<file path="config.mk">
export PLATFORM = sky130hd
export DESIGN_NAME = div_ctrl_flat
export DESIGN_NICKNAME = d
export VERILOG_FILES = /design/src/rtl/div_pkg.sv /design/src/rtl/div_ctrl_if.sv /design/src/rtl/div_ctrl_chk.sv /design/src/rtl/div_special.sv /design/src/rtl/div_ctrl.sv /design/src/flat_wrapper.sv
export SDC_FILE = /design/constraint.sdc
export NUM_CORES = 1
export LEC_CHECK = 0
export ABC_AREA = 1
export CORE_AREA = 3 3 184 186
export DETAILED_ROUTE_END_ITERATION = 16
export DIE_AREA = 0 0 187 189
export HOLD_SLACK_MARGIN = 0.05
export PLACE_DENSITY = 0.74
export SYNTH_ARGS = -nofsm -noshare
export SYNTH_HDL_FRONTEND = slang
export SYNTH_SLANG_ARGS = --single-unit
</file>
<file path="constraint.sdc">
create_clock -name clk -period 1.7 [get_ports clk]
set_input_delay 0.17 -clock clk [delete_from_list [all_inputs] [get_ports clk]]
set_output_delay 0.17 -clock clk [all_outputs]
set_load 0.02 [all_outputs]
</file>
<file path="src/rtl/div_pkg.sv">
// Shared types and constants for the divide issue/retire controller.
// Op encoding matches the funct3[1:0] ordering used by execute.
package div_pkg;

   typedef enum logic [1:0] {
      DIV  = 2'd0,
      DIVU = 2'd1,
      REM  = 2'd2,
      REMU = 2'd3
   } div_op_e;

   typedef enum logic [2:0] {
      IDLE  = 3'd0,
      ISSUE = 3'd1,
      WAIT  = 3'd2,
      RESP  = 3'd3,
      DRAIN = 3'd4
   } div_state_e;

   localparam logic [31:0] ONES32 = 32'hFFFF_FFFF;
   localparam logic [63:0] ONES64 = 64'hFFFF_FFFF_FFFF_FFFF;
   localparam logic [31:0] MIN32  = 32'h8000_0000;
   localparam logic [63:0] MIN64  = 64'h8000_0000_0000_0000;

   function automatic logic [63:0] sext_w(input logic [63:0] r);
      return {{32{r[31]}}, r[31:0]};
   endfunction

endpackage

</file>
<file path="src/rtl/div_ctrl_if.sv">
// Request/response bus between execute, the divide controller and writeback.
// master = execute/writeback side, slave = controller.
interface div_ctrl_if #(parameter int TAG_W = 5);

   logic             in_valid;
   logic             in_ready;
   logic [1:0]       in_op;
   logic             in_word;
   logic [63:0]      in_a;
   logic [63:0]      in_b;
   logic [TAG_W-1:0] in_tag;

   logic             out_valid;
   logic             out_ready;
   logic [63:0]      out_result;
   logic [TAG_W-1:0] out_tag;

   modport master (
      output in_valid, in_op, in_word, in_a, in_b, in_tag, out_ready,
      input  in_ready, out_valid, out_result, out_tag
   );

   modport slave (
      input  in_valid, in_op, in_word, in_a, in_b, in_tag, out_ready,
      output in_ready, out_valid, out_result, out_tag
   );

endinterface

</file>
<file path="src/rtl/div_ctrl_chk.sv">
// Protocol assertions for div_ctrl: divider handshake sanity and result hold.
module div_ctrl_chk (
   input logic        clk,
   input logic        rst_n,
   input logic        flush,
   input logic        done_expected,
   input logic        div_done,
   input logic        div_start,
   input logic        out_valid,
   input logic        out_ready,
   input logic [63:0] out_result
);

   a_done_in_wait: assert property (@(posedge clk) disable iff (!rst_n)
      div_done |-> done_expected);

   a_start_single: assert property (@(posedge clk) disable iff (!rst_n)
      div_start |=> !div_start);

   a_result_hold: assert property (@(posedge clk) disable iff (!rst_n)
      (out_valid && !out_ready && !flush) |=> (out_valid && $stable(out_result)));

endmodule

</file>
<file path="src/rtl/div_special.sv">
// Divide-by-zero and signed-overflow resolution, evaluated on the effective
// operands; the result is already sign-extended for W ops.
module div_special
   import div_pkg::*;
(
   input  logic [1:0]  op,
   input  logic        word,
   input  logic [63:0] a,
   input  logic [63:0] b,
   output logic        is_special,
   output logic [63:0] special_result
);

   logic        sgn;
   logic        want_rem;
   logic        zero;
   logic        ovf;
   logic [63:0] a_eff;

   // Classify the operands and form the architectural result for special cases
   always_comb begin
      sgn      = (op == DIV) || (op == REM);
      want_rem = (op == REM) || (op == REMU);
      a_eff    = word ? sext_w(a) : a;
      if (word) begin
         zero = (b[31:0] == 32'd0);
         ovf  = sgn && (a[31:0] == MIN32) && (b[31:0] == ONES32);
      end else begin
         zero = (b == 64'd0);
         ovf  = sgn && (a == MIN64) && (b == ONES64);
      end
      is_special = zero || ovf;
      if (zero) begin
         special_result = want_rem ? a_eff : ONES64;
      end else if (ovf) begin
         special_result = want_rem ? 64'd0 : a_eff;
      end else begin
         special_result = 64'd0;
      end
   end

endmodule

</file>
<file path="src/rtl/div_ctrl.sv">
// Issue/retire controller in front of the radix-2 divider: resolves special
// cases locally, otherwise launches the divider and holds its result for writeback.
module div_ctrl
   import div_pkg::*;
#(
   parameter int TAG_W = 5
) (
   input  logic        clk,
   input  logic        rst_n,
   input  logic        flush,
   div_ctrl_if.slave   bus,
   output logic        div_start,
   output logic        div_sign,
   output logic        div_word,
   output logic [63:0] div_dividend,
   output logic [63:0] div_divisor,
   input  logic [63:0] div_quotient,
   input  logic [63:0] div_remainder,
   input  logic        div_done
);

   div_state_e  state;
   logic [1:0]  op;
   logic        accept;
   logic        is_special;
   logic [63:0] special_result;
   logic [63:0] div_pick;
   logic [63:0] div_fmt;

   assign bus.in_ready = (state == IDLE) && !flush;
   assign accept       = bus.in_valid && bus.in_ready;

   div_special u_special (
      .op             (bus.in_op),
      .word           (bus.in_word),
      .a              (bus.in_a),
      .b              (bus.in_b),
      .is_special     (is_special),
      .special_result (special_result)
   );

   // Select quotient or remainder and sign-extend W results
   always_comb begin
      div_pick = div_quotient;
      if ((op == REM) || (op == REMU)) begin
         div_pick = div_remainder;
      end else begin
         div_pick = div_quotient;
      end
      div_fmt = div_word ? sext_w(div_pick) : div_pick;
   end

   // Control FSM plus operand and result registers
   always_ff @(posedge clk) begin
      if (!rst_n) begin
         state          <= IDLE;
         op             <= 2'd0;
         div_start      <= 1'b0;
         div_sign       <= 1'b0;
         div_word       <= 1'b0;
         div_dividend   <= 64'd0;
         div_divisor    <= 64'd0;
         bus.out_valid  <= 1'b0;
         bus.out_result <= 64'd0;
         bus.out_tag    <= {TAG_W{1'b0}};
      end else begin
         div_start <= 1'b0;
         case (state)
            IDLE: begin
               if (accept) begin
                  op           <= bus.in_op;
                  div_sign     <= (bus.in_op == DIV) || (bus.in_op == REM);
                  div_word     <= bus.in_word;
                  div_dividend <= bus.in_a;
                  div_divisor  <= bus.in_b;
                  bus.out_tag  <= bus.in_tag;
                  if (is_special) begin
                     bus.out_result <= special_result;
                     bus.out_valid  <= 1'b1;
                     state          <= RESP;
                  end else begin
                     div_start <= 1'b1;
                     state     <= ISSUE;
                  end
               end
            end
            // The divider cannot abort, so a flushed launch must be drained
            ISSUE: begin
               state <= flush ? DRAIN : WAIT;
            end
            WAIT: begin
               if (flush) begin
                  state <= div_done ? IDLE : DRAIN;
               end else if (div_done) begin
                  bus.out_result <= div_fmt;
                  bus.out_valid  <= 1'b1;
                  state          <= RESP;
               end
            end
            RESP: begin
               if (flush || bus.out_ready) begin
                  bus.out_valid <= 1'b0;
                  state         <= IDLE;
               end
            end
            DRAIN: begin
               if (div_done) begin
                  state <= IDLE;
               end
            end
            default: begin
               bus.out_valid <= 1'b0;
               state         <= IDLE;
            end
         endcase
      end
   end

   div_ctrl_chk u_chk (
      .clk           (clk),
      .rst_n         (rst_n),
      .flush         (flush),
      .done_expected ((state == WAIT) || (state == DRAIN)),
      .div_done      (div_done),
      .div_start     (div_start),
      .out_valid     (bus.out_valid),
      .out_ready     (bus.out_ready),
      .out_result    (bus.out_result)
   );

endmodule

</file>
<file path="src/flat_wrapper.sv">
// flat-port wrapper written by rule: the top's interface ports become plain ports
module div_ctrl_flat import div_pkg::*;
#(
   parameter int TAG_W = 5
)
  (clk, rst_n, flush, div_start, div_sign, div_word, div_dividend, div_divisor, div_quotient, div_remainder, div_done, bus_in_valid, bus_in_op, bus_in_word, bus_in_a, bus_in_b, bus_in_tag, bus_out_ready, bus_in_ready, bus_out_valid, bus_out_result, bus_out_tag);
  div_ctrl_if #(.TAG_W(TAG_W)) bus_i ();
  input  logic clk;
  input  logic rst_n;
  input  logic flush;
  output logic div_start;
  output logic div_sign;
  output logic div_word;
  output logic [63:0] div_dividend;
  output logic [63:0] div_divisor;
  input  logic [63:0] div_quotient;
  input  logic [63:0] div_remainder;
  input  logic div_done;
  input wire logic [$bits(bus_i.in_valid)-1:0] bus_in_valid;
  input wire logic [$bits(bus_i.in_op)-1:0] bus_in_op;
  input wire logic [$bits(bus_i.in_word)-1:0] bus_in_word;
  input wire logic [$bits(bus_i.in_a)-1:0] bus_in_a;
  input wire logic [$bits(bus_i.in_b)-1:0] bus_in_b;
  input wire logic [$bits(bus_i.in_tag)-1:0] bus_in_tag;
  input wire logic [$bits(bus_i.out_ready)-1:0] bus_out_ready;
  output wire logic [$bits(bus_i.in_ready)-1:0] bus_in_ready;
  output wire logic [$bits(bus_i.out_valid)-1:0] bus_out_valid;
  output wire logic [$bits(bus_i.out_result)-1:0] bus_out_result;
  output wire logic [$bits(bus_i.out_tag)-1:0] bus_out_tag;
  assign bus_i.in_valid = bus_in_valid;
  assign bus_i.in_op = bus_in_op;
  assign bus_i.in_word = bus_in_word;
  assign bus_i.in_a = bus_in_a;
  assign bus_i.in_b = bus_in_b;
  assign bus_i.in_tag = bus_in_tag;
  assign bus_i.out_ready = bus_out_ready;
  assign bus_in_ready = bus_i.in_ready;
  assign bus_out_valid = bus_i.out_valid;
  assign bus_out_result = bus_i.out_result;
  assign bus_out_tag = bus_i.out_tag;
  div_ctrl #(.TAG_W(TAG_W)) u_core (.clk(clk), .rst_n(rst_n), .flush(flush), .bus(bus_i), .div_start(div_start), .div_sign(div_sign), .div_word(div_word), .div_dividend(div_dividend), .div_divisor(div_divisor), .div_quotient(div_quotient), .div_remainder(div_remainder), .div_done(div_done));
endmodule
</file>
==> results of run 1 <==
## what timing repair did
item / in CTS / in global routing
endpoints found under the hold margin: 6 / 27
hold buffers: 4 / 27
gates resized for setup: 143 / 298
buffers inserted: 5 / 12
pin swaps: 28 / 84
endpoints found under the setup margin: 101 / 187
gates cloned: 5 / 14
## synthesized netlist by cell type (all sizes together)
cell      n  area share
a21o     31       0.022
a21oi   233        0.11
buf      44       0.030
clkbuf   74       0.026
clkinv    2     0.00071
dfxtp   205        0.39
inv     126       0.045
nand2   535        0.19
nand3    44       0.022
nand3b    1      0.0011
nand4    16      0.0094
nor2    260       0.094
nor3      4      0.0030
o211ai    1     0.00071
o21ai   122       0.058
o22ai     1     0.00059
## cell families (layout without fill, tap and decap cells)
family / Yosys count / count (layout)
flops: 205 / 205
compound gates: 388 / 388
simple gates: 860 / 860
buf+inv: 246 / 859
other cells: 0 / 6
## placed cells by master (no fill, tap or decap), drive strengths merged, types with 31 or more instances in the layout
cell type | Yosys | layout
a21o | 31 | 31
a21oi | 233 | 233
buf | 44 | 179
clkbuf | 74 | 59
clkdlybuf4s50 | 0 | 261
dfxtp | 205 | 205
dlygate4sd2 | 0 | 61
dlygate4sd3 | 0 | 31
dlymetal6s2s | 0 | 115
inv | 126 | 127
nand2 | 535 | 535
nand3 | 44 | 44
nor2 | 260 | 260
o21ai | 122 | 122
## report_power, final
part	internal (W)	total, W	switching, W
Clock	0.00387	0.00608	0.00221
Sequential	0.00538	0.00570	0.000318
Combinational	0.00279	0.00617	0.00339
## routing by layer
metal | up-vias | track usage | wire length (um)
met5 | - | 0 | 0
met4 | 0 | 0.08898 | 1914
met3 | 112 | 0.06314 | 4684
met2 | 708 | 0.4199 | 23760
met1 | 6315 | 0.3006 | 19480
li1 | 6598 | - | -
## final timing paths
path / start / to / cells past startpoint
setup / recovery: u_core.state[0] / u_core.bus.out_result[25] / 14
hold / removal: bus_in_b[27] / u_core.div_divisor[27] / 3
setup reg to reg: u_core.state[0] / u_core.bus.out_result[25] / 14
hold reg to reg: u_core.div_divisor[23] / u_core.div_divisor[23] / 2
## cell type report
class / count / area (sq um) / share of cell area
multi-input combinational: 1248 / 5902 / 0.3085
inverter: 128 / 489.2 / 0.02557
clock buffer: 36 / 726.9 / 0.03799
sequential: 205 / 4111 / 0.2149
antenna: 6 / 15.01 / 0.0007847
timing repair buffer: 686 / 7137 / 0.3730
clock inverter: 9 / 198.9 / 0.01040
tap: 442 / 553.0 / 0.02890
## worst min-delay path, cell delays in order
cell and delay, ps:
clkdlybuf4s15_1 200, nand2_1 80, a21oi_1 50
## sequential cells by signal (all words and copies together), names as in the netlist
register / flops
u_core.bus.out_result: 64
u_core.op: 1
u_core.div_dividend: 64
u_core.bus.out_tag: 5
u_core.bus.out_valid: 1
u_core.div_start: 1
u_core.div_divisor: 64
u_core.div_word: 1
u_core.div_sign: 1
u_core.state: 3
## stage by stage
| stage | power [W] | std cells | setup TNS (ps) |
|---|---|---|---|
| after floorplan | 0.008438 | 1699 | 0 |
| after global placement | 0.01119 | 2644 | -64870 |
| after detailed placement | 0.01126 | 2644 | -66990 |
| after CTS | 0.01732 | 2703 | -294.5 |
| after global routing | 0.01873 | 2759 | -2440 |
| final | 0.01795 | 2760 | 0 |
==> impl_metrics.py, run 1 <==
metrics = {
    "run_status": {
        "status": "complete, no violations",
    },
    "timing": {
        "layout_setup_ws_ps": 6.215,
        "finClkSkew_ps": 26.13,
        "fin_crit_sh": 0.9963,
        "rsz0062_at_grt": "true",
        "relSlewSlack": 0.5811,
        "worst_slew_pin_slew_ps": 628.3,
        "fin_hold_ws_ps": 35.87,
        "fmax_mhz": 590.4,
        "period_minus_slack_ps": 1694,
        "setup_violations": 0,
        "hold_violations": 0,
        "finalMaxSlewViolations": 0,
    },
    "global_route": {
        "grt_pass1_vias": 12710,
        "grt_max_degree": 101,
        "antenna_found_initial": 6,
        "grt_overflow": 0,
        "grt_first_pass_wirelength_um": 69630,
        "grt_use_total": 0.2460,
    },
    "layout": {
        "postLayoutCoreUtil": 0.5896,
        "finalInstanceArea_sq_um": 19130,
        "drive_gt1_frac": 0.1674,
        "area_growth_pct": 80.54,
        "nets": 2564,
        "fillCellCount": 2913,
    },
    "place": {
        "dp_hpwl_um": 34170,
        "placed_area_sq_um": 16630,
        "gp_congestion": 0.9352,
        "pre_cts_ws_ps": -857.7,
        "io_buffers": 471,
    },
    "synthesis": {
        "synth-compound-area-share": 0.1923,
        "syn_inst": 1699,
        "synth_fp_nets": 1969,
        "synth_top_family_by_area": "simple AND/OR/NAND/NOR gates",
        "synthMuxAreaShare": 0,
        "synth_area_sq_um": 10600,
        "yosys.area_share.simple": 0.3188,
        "avgSynthCellArea_sq_um": 6.238,
        "ys_seq_elements": 205,
        "synthDistinctLibCells": 26,
        "yosys_warnings": 0,
        "synthAdderAreaFrac": 0,
        "synthXorXnorAreaFrac": 0,
        "ys_seq_area_frac": 0.3872,
    },
    "worst_setup_path": {
        "required_ps": 2130,
        "slowest_delay_ps": 360,
        "start_kind": "flip-flop",
        "cp-end-kind": "flip-flop",
        "crit_family": "simple AND/OR/NAND/NOR gates",
        "critPathMaxFanout": 7,
        "critPathSlowestCell": "dfxtp_4",
        "path_cells": "nor2_4 > inv_4 > nor2_8 > inv_4 > nor2_4 > inv_2 > nand2_2 > inv_2 > nand3_4 > buf_12 > clkbuf_16 > nand2_2 > nand2_1 > nor2_1",
        "regToRegSetupSlack_ps": 6,
        "worst-path-buf-inv": 6,
        "critical_path_class": "reg -> reg",
        "crit_arrival_ps": 2130,
    },
    "routing": {
        "drtAntennaViolNets": 0,
        "initialDrtViolationCount": 987,
        "drtPass1Iterations": 5,
        "post-route-drc-count": 0,
        "viasPerCell": 4.976,
        "wirelength_um": 49840,
        "wl_per_cell_um": 18.06,
        "dr_total_vias": 13730,
    },
    "clocking": {
        "path_clk_slew_ps": 60,
        "tritoncts": "built",
        "cts_root_buf": "clkbuf_16",
        "clock_sinks": 205,
        "numCtsBuffers": 25,
        "clk_path_buf_depth": 3,
        "clock_latency_ps": 540,
        "h-tree-depth": 1,
    },
    "die": {
        "rows": 66,
        "dieArea_sq_um": 35340,
        "start_util": 0.3265,
        "core_sq_um": 32450,
        "ios": 472,
        "die_y_um": 189,
        "dieWidth_um": 187,
    },
    "power_and_ir_drop": {
        "power.leakage_nw": 10.05,
        "power_density_nw_per_um2": 938.2,
        "ir_drop_v": 0.0007257,
    },
    "min_path": {
        "hp-class": "in -> reg",
    },
    "run": {
        "cap_violations": 0,
    },
}
Note: power is estimated with default switching activity, not from simulation.
==> run 2, diff against run 1 <==
Settings changed: SETUP_SLACK_MARGIN set to 0.15.
==> run 2 against run 1 <==
- the flow now finishes with violations (negative setup slack)
- fmax shrank 6.8%
- via count grew 5.6%
- combinational power grew 18%
- wire length grew 8.6%
- non-clock buffer count grew 95
- largest cell class unchanged
==> impl_metrics.py, run 2 (synthesis gave the netlist of run 1 again) <==
metrics = {
    "run_status": {
        "status": "finished with violations",
        "violations": "negative setup slack",
    },
    "worst_setup_path": {
        "critPathMaxFanout": 5,
        "required_ps": 2180,
        "r2r-end": "u_core.bus.out_result[48]",
        "regToRegSetupSlack_ps": -90,
        "cp-end-kind": "flip-flop",
        "start_kind": "input port",
        "r2r_start": "u_core.state[0]",
        "crit_arrival_ps": 2290,
        "rr_worst_depth": 17,
        "critical_path_class": "in -> reg",
    },
    "min_path": {
        "min_from": "bus_in_a[18]",
        "min_path_cells": 4,
        "holdPathEnd": "u_core.div_dividend[18]",
        "hp-class": "in -> reg",
    },
    "global_route": {
        "grt_pass1_vias": 13650,
        "grt_max_degree": 68,
        "grt_use_total": 0.2656,
        "grt_overflow": 0,
        "antenna_found_initial": 9,
        "grt_first_pass_wirelength_um": 75400,
    },
    "die": {
        "ios": 472,
        "rows": 66,
        "die_y_um": 189,
        "start_util": 0.3265,
        "dieArea_sq_um": 35340,
        "dieWidth_um": 187,
        "core_sq_um": 32450,
    },
    "timing": {
        "period_minus_slack_ps": 1817,
        "hold_violations": 0,
        "relSlewSlack": 0.3829,
        "layout_setup_ws_ps": -116.5,
        "worst_slew_pin_slew_ps": 925.7,
        "setup_violations": 56,
        "finClkSkew_ps": 9.127,
        "fmax_mhz": 550.5,
        "rsz0062_at_grt": "true",
        "fin_crit_sh": 1.069,
        "finalMaxSlewViolations": 0,
    },
    "place": {
        "gp_congestion": 0.9707,
        "io_buffers": 471,
        "dp_hpwl_um": 34370,
    },
    "layout": {
        "layout_common_cells": "nand2_1, dlygate4sd2_1, dfxtp_1",
        "area_growth_pct": 90.45,
        "postLayoutCoreUtil": 0.6219,
        "layout_commonest_cell": "nand2_1",
        "nets": 2659,
        "fillCellCount": 2815,
        "drive_gt1_frac": 0.2430,
        "reg_top3": "u_core.bus.out_result x64, u_core.div_dividend x64, u_core.div_divisor x64",
    },
    "run": {
        "cap_violations": 0,
    },
    "clocking": {
        "tritoncts": "built",
        "clock_sinks": 205,
        "clock_latency_ps": 530,
        "cts_root_buf": "clkbuf_16",
        "h-tree-depth": 1,
        "numCtsBuffers": 24,
        "clk_path_buf_depth": 3,
        "path_clk_slew_ps": 70,
    },
    "routing": {
        "drtPass1Iterations": 7,
        "dr_total_vias": 14500,
        "wirelength_um": 54140,
        "initialDrtViolationCount": 978,
        "drtAntennaViolNets": 0,
        "viasPerCell": 5.075,
        "post-route-drc-count": 0,
        "wl_per_cell_um": 18.95,
    },
    "power_and_ir_drop": {
        "power_density_nw_per_um2": 906.4,
        "power.leakage_nw": 10.03,
        "power.total_w": 0.01829,
        "ir_drop_v": 0.0006627,
    },
}
[run 2: worst max-delay path: stages]
cell and delay, ps:
clkdlybuf4s15_2 210, nand4_1 100, nor2_1 120, nand2_1 90, nor2_2 180, buf_4 140, nand2_2 60, nor2_2 110
nand2_2 90, nand3_4 80, nand3_4 120, buf_6 140, buf_6 120, buf_6 110, buf_6 110, buf_16 130
nand2_4 50, nand2_2 50, nor2_2 100
[run 2: power by group]
group	internal (W)	switching, W	total [W]
sequential	0.00538	0.000316	0.00569
combinational	0.00342	0.00383	0.00725
clock	0.00315	0.00219	0.00535
total	0.0120	0.00634	0.0183
[run 2: per-layer routing]
layer	share of wire	up-vias	routed length (um)	track usage
li1	-	6807	-	-
met1	0.38	6722	20580	0.3166
met2	0.48	784	25880	0.4579
met3	0.092	183	4959	0.06443
met4	0.050	4	2694	0.1125
met5	0.00050	-	27	0
[run 2: worst max path at each step]
stage	start	end	slack, ps	depth (start not counted)
after global placement	bus_in_a[0]	u_core.bus.out_result[19]	-760	14
after global routing	bus_in_b[45]	u_core.bus.out_result[48]	-230	19
final	bus_in_b[15]	u_core.bus.out_result[48]	-120	19
after CTS	u_core.state[0]	u_core.bus.out_result[14]	-90	15
after floorplan	u_core.state[2]	u_core.bus.out_result[43]	150	10
after detailed placement	bus_in_a[16]	u_core.bus.out_result[43]	-780	16
[run 2: layout make-up]
type	instances	area, sq um	area share
Clock inverter	6	65.06	0.003224
Sequential cell	205	4119	0.2041
Antenna cell	8	20.02	0.0009919
Timing Repair Buffer	781	7921	0.3925
Timing Repair inverter	1	16.27	0.0008059
Inverter	128	500.5	0.02480
Tap cell	442	553.0	0.02740
Clock buffer	38	744.5	0.03689
Multi-Input combinational cell	1248	6243	0.3093
[run 2: timing repair]
item                                   4_1_cts  5_1_grt
buffers inserted                            49       16
hold buffers                                32       12
resized for setup                          613      215
cloned                                      17       25
pin swaps                                  118       71
endpoints found under the hold margin       32       12
setup endpoints to repair                  308      202
[run 2: through the flow]
step	TNS [ps]	setup WS [ps]	std cells	area (sq um)	hold WS (ps)
2_1_floorplan	0	150.3	1699	10620	313.9
3_3_place_gp	-58610	-761.1	2654	16680	433.0
3_5_place_dp	-61060	-777.7	2654	16680	452.3
4_1_cts	-1557	-86.29	2796	19030	53.05
5_1_grt	-10660	-233.0	2856	20180	69.63
6_report	-2346	-116.5	2857	20180	26.68
